===== src/rtl/loadstore_wb_ctrl.sv =====
// Load/store controller: runs one data-memory transaction per memory instruction,
// stalls the front end while it is outstanding and drives register-file writeback.
module loadstore_wb_ctrl #(
  parameter int unsigned TIMEOUT = 16
) (
  input  logic        clk,
  input  logic        rst_n,
  input  logic        op_valid,
  input  logic        op_load,
  input  logic        op_store,
  input  logic        op_regwrite,
  input  logic [4:0]  op_rd,
  output logic        mem_req,
  output logic        mem_we,
  input  logic        mem_ready,
  input  logic        mem_rvalid,
  input  logic [31:0] mem_rdata,
  output logic [31:0] ld_data,
  output logic        wb_sel,
  output logic        rf_we,
  output logic [4:0]  rf_waddr,
  output logic        stall,
  output logic        fault,
  input  logic        fault_clr
);

  localparam int unsigned RD_W  = 5;
  localparam int unsigned CNT_W = $clog2(TIMEOUT + 2);

  typedef enum logic [2:0] {
    S_IDLE,
    S_REQ,
    S_WAIT,
    S_WB,
    S_ERR
  } state_t;

  state_t            state;
  logic              is_load;
  logic              regwrite_q;
  logic [RD_W-1:0]   rd_q;
  logic [CNT_W-1:0]  cnt;
  logic [CNT_W-1:0]  cnt_inc;
  logic              mem_op;
  logic              timed_out;

  assign mem_op    = op_valid & (op_load | op_store);
  assign cnt_inc   = cnt + CNT_W'(1);
  assign timed_out = (cnt_inc >= CNT_W'(TIMEOUT));

  // Sequencing and latched instruction context; progress beats timeout on the same cycle.
  always_ff @(posedge clk or negedge rst_n) begin
    if (!rst_n) begin
      state      <= S_IDLE;
      is_load    <= 1'b0;
      regwrite_q <= 1'b0;
      rd_q       <= '0;
      cnt        <= '0;
      ld_data    <= '0;
      fault      <= 1'b0;
    end else begin
      case (state)
        S_IDLE: begin
          if (mem_op) begin
            state      <= S_REQ;
            is_load    <= op_load;
            regwrite_q <= op_regwrite;
            rd_q       <= op_rd;
            cnt        <= '0;
          end
        end
        S_REQ: begin
          cnt <= cnt_inc;
          if (mem_ready) begin
            state <= is_load ? S_WAIT : S_WB;
          end else if (timed_out) begin
            state <= S_ERR;
            fault <= 1'b1;
          end
        end
        S_WAIT: begin
          cnt <= cnt_inc;
          if (mem_rvalid) begin
            ld_data <= mem_rdata;
            state   <= S_WB;
          end else if (timed_out) begin
            state <= S_ERR;
            fault <= 1'b1;
          end
        end
        S_WB: begin
          state <= S_IDLE;
        end
        S_ERR: begin
          if (fault_clr) begin
            fault <= 1'b0;
            state <= S_IDLE;
          end
        end
        default: begin
          state <= S_IDLE;
        end
      endcase
    end
  end

  // Output decode; IDLE terms are Mealy on the presented instruction and masked in reset.
  always_comb begin
    stall    = 1'b0;
    mem_req  = 1'b0;
    mem_we   = 1'b0;
    rf_we    = 1'b0;
    wb_sel   = 1'b0;
    rf_waddr = '0;
    case (state)
      S_IDLE: begin
        if (rst_n && op_valid) begin
          if (op_load || op_store) begin
            stall = 1'b1;
          end else begin
            rf_waddr = op_rd;
            rf_we    = op_regwrite & (op_rd != '0);
          end
        end
      end
      S_REQ: begin
        mem_req = 1'b1;
        mem_we  = ~is_load;
        stall   = 1'b1;
      end
      S_WAIT: begin
        stall = 1'b1;
      end
      S_WB: begin
        wb_sel   = 1'b1;
        rf_waddr = rd_q;
        rf_we    = is_load & regwrite_q & (rd_q != '0);
      end
      S_ERR: begin
        stall = 1'b1;
      end
      default: begin
        stall = 1'b0;
      end
    endcase
  end

endmodule


===== config.mk =====
export PLATFORM = sky130hd
export DESIGN_NAME = loadstore_wb_ctrl
export DESIGN_NICKNAME = d
export VERILOG_FILES = /design/src/rtl/loadstore_wb_ctrl.sv
export SDC_FILE = /design/constraint.sdc
export NUM_CORES = 1
export LEC_CHECK = 0
export CAP_MARGIN = 40
export CORE_ASPECT_RATIO = 1.75
export CORE_MARGIN = 2
export CORE_UTILIZATION = 38
export CTS_CLUSTER_SIZE = 30
export DETAILED_ROUTE_END_ITERATION = 12
export PLACE_DENSITY = 0.75
export SYNTH_ARGS = -nofsm -noshare
export SYNTH_HDL_FRONTEND = slang
export SYNTH_SLANG_ARGS = --single-unit

===== constraint.sdc =====
create_clock -name clk -period 1.8 [get_ports clk]
set_input_delay 0.27 -clock clk [delete_from_list [all_inputs] [get_ports clk]]
set_output_delay 0.27 -clock clk [all_outputs]
set_load 0.05 [all_outputs]

==> results.sh <==
export IMPL_io_pins=89
export IMPL_netlist_area_mm2=0.002132
export IMPL_die_area_mm2=0.006249
export IMPL_die_y_um=103.1
export IMPL_grt_pass1_wl_um=8100
export IMPL_viasPerCell=4.956
export IMPL_multi_input_area_um2=952.2
export IMPL_worst_slack_ns=-0.5093
export IMPL_cts_tree="yes"
export IMPL_avgRoutedWirePerCell_um=15.11
export IMPL_r2r_slack_ns=-0.17
export IMPL_cts_hold_buffers=0
export IMPL_yosysMostFrequentCell="dfrtp_1"
export IMPL_gp_congestion=0.8198
export IMPL_drcViolationCount=0
export IMPL_yosys_register_bits=48
export IMPL_clock_fmax_mhz=433.0
export IMPL_core_area_mm2=0.005495
export IMPL_synth_top_area_share_pct=56.34
export IMPL_critPathKind="reg2out"
export IMPL_finClkSkew_ns=0.004423
export IMPL_worst_hold_path_type="in2async"
export IMPL_numPortBuffers=88
export IMPL_route_vias_total=1685
export IMPL_first_pass_iters=4
export IMPL_critPathRequiredTime_ns=1.53
export IMPL_clk_pin_slew_ns=0.09
export IMPL_antenna_left=0
export IMPL_antenna_found_initial=0
export IMPL_dr_first_iter_drc_count=40
export IMPL_ys_warn_count=0
export IMPL_fin_crit_ns=2.309
export IMPL_crit_arrival_ns=2.04
export IMPL_violations="setup timing"
export IMPL_routed_wirelength_um=5139
export IMPL_synth_cell_types=40
export IMPL_cts_sinks=48
export IMPL_fp_row_count=36
export IMPL_outcome="finished, violations left"
export IMPL_setup_viol_count_final=14
export IMPL_tightest_slew_ns=0.6091
export IMPL_die_w_um=60.62
export IMPL_layout_cells_non_filler=340
export IMPL_final_area_mm2=0.003481
export IMPL_yosys_area_top_type="dfrtp_1"
export IMPL_peakVddDrop_uv=993.4
export IMPL_synth_edf_count=0
export IMPL_endpoint_kind="output pin"
export IMPL_start_util_pct=38.80
export IMPL_clock_latency_ns=0.31
export IMPL_avgSynthCellArea_um2=13.58
export IMPL_worstSetupStartpointType="register"
export IMPL_syn_to_final_growth_pct=63.26
export IMPL_cts_buffers=5
export IMPL_p_leak_nw=1.466
export IMPL_grt_setup_unrepaired="true"
export IMPL_nets=310
export IMPL_hpwl_um=3866
export IMPL_htree_levels=2
export IMPL_setup_tns_ns=-4.376
export IMPL_cts_root_buffer="clkbuf_8"
export IMPL_slew_viol_final=0
export IMPL_synthTopCellsByArea="dfrtp_1 56%, mux2_2 21%, a22o_1 2.9%"
export IMPL_drive_above_1_share_pct=37.88
export IMPL_async_flop_share_pct=100.0
export IMPL_register_area_mm2=0.001201
export IMPL_hold_viol=0
export IMPL_grt_pass1_vias=1796
export IMPL_cts_root_to_sink_buffers=2
export IMPL_power_density_mw_per_mm2=2042
export IMPL_synthFlopType="dfrtp_1"
export IMPL_place_inst=330
export IMPL_grt_max_degree=49
export IMPL_relSlewSlack_pct=59.40
export IMPL_antenna_cells=0
export IMPL_timing_final_crit_share_pct=128.3
export IMPL_seq_area_frac_synth_pct=56.34
export IMPL_syn_num_nets=204
export IMPL_dpl_cell_area_mm2=0.003334
export IMPL_grt_usage_pct=16.98
export IMPL_max_cap_violations=0
export IMPL_synth_cells=157
export IMPL_grt_overflow=0
export IMPL_path_max_fanout=2
export IMPL_yosys_top_cells_count="48 x dfrtp_1, 40 x mux2_2, 7 x a22o_1, 6 x nor2_1, 5 x clkbuf_1"
export IMPL_fillers=480
-- sequential cells by signal, indices dropped and copies added (netlist names) --
| name | flops |
|---|---|
| rd_q | 5 |
| cnt | 5 |
| regwrite_q | 1 |
| state | 3 |
| is_load | 1 |
| ld_data | 32 |
| fault | 1 |
-- power by group --
group,internal (W),total (W),switching (W)
combinational,0.00194,0.00451,0.00257
clock,0.000311,0.000689,0.000378
sequential,0.00162,0.00191,0.000297
total,0.00386,0.00711,0.00324
-- cell usage in the layout (no fill, tap or decap), types with 2 or more instances in the layout --
cell type	count
nand2b_1	3
buf_4	24
a21oi_1	4
nor2_1	6
buf_12	12
nor3_1	2
a22o_4	4
inv_1	2
dfrtp_1	48
o21ai_0	2
mux2i_1	2
xnor2_1	2
nand3_1	2
a22o_1	2
clkinvlp_4	2
nor2b_1	2
clkdlybuf4s50_1	69
mux2_2	40
clkbuf_8	6
nand2_1	2
-- layer usage --
layer / share of wire (%) / track usage [%] / wire length [µm]
met5: 0 / 0 / 0
met4: 2.5 / 7.191 / 126
met3: 3.2 / 2.008 / 163
met2: 59 / 31.68 / 3026
met1: 35 / 18.52 / 1822
-- through the flow --
| step | setup slack, ns | hold WS [ns] | utilization [%] | power, W |
|---|---|---|---|---|
| 2_1_floorplan | -0.2812 | -0.02559 | - | 0.004703 |
| 3_3_place_gp | -0.4913 | 0.4807 | 60.68 | 0.006329 |
| 3_5_place_dp | -0.5133 | 0.4702 | 60.68 | 0.006413 |
| 4_1_cts | -0.5078 | 0.1425 | 63.34 | 0.007182 |
| 5_1_grt | -0.5528 | 0.1811 | 63.34 | 0.007486 |
| 6_report | -0.5093 | 0.1161 | 63.34 | 0.007108 |
-- final cells by class --
type / count / share of cell area, %
Sequential cell: 48 / 34.51
Timing Repair Buffer: 107 / 32.39
Multi-Input combinational cell: 99 / 27.35
Tap cell: 76 / 2.732
Clock buffer: 6 / 2.372
Clock inverter: 2 / 0.4313
Inverter: 2 / 0.2157
-- final timing paths --
check / from / cells past startpoint / end
min in group clk: ld_data[26] / 1 / ld_data[26]
setup reg to reg: state[2] / 7 / rd_q[1]
hold reg to reg: ld_data[26] / 1 / ld_data[26]
hold / removal: rst_n / 2 / rd_q[1]
max in group asynchronous: rst_n / 2 / ld_data[31]
setup / recovery: state[2] / 5 / rf_we
-- logic make-up after synthesis --
| group | count (synthesis) | synth area share, % |
|---|---|---|
| xor+xnor | 2 | 0.8217 |
| buf+inv | 10 | 1.937 |
| flops | 48 | 56.34 |
| fa+ha+maj | 1 | 0.5868 |
| compound gates | 27 | 9.743 |
| simple gates | 27 | 8.510 |
| mux | 42 | 22.07 |
-- worst max-delay path, stage by stage (launching register included) --
cell and delay (ns):
dfrtp_1 0.40, or4b_4 0.56, nor4b_4 0.29, buf_4 0.15
a31o_1 0.18, buf_12 0.15
-- what timing repair did --
item	in CTS	in global routing
pin swaps	3	1
setup buffers	2	0
gates cloned	0	0
endpoints found under the setup margin	14	14
resized for setup	5	0
(Power assumes the default switching activity.)
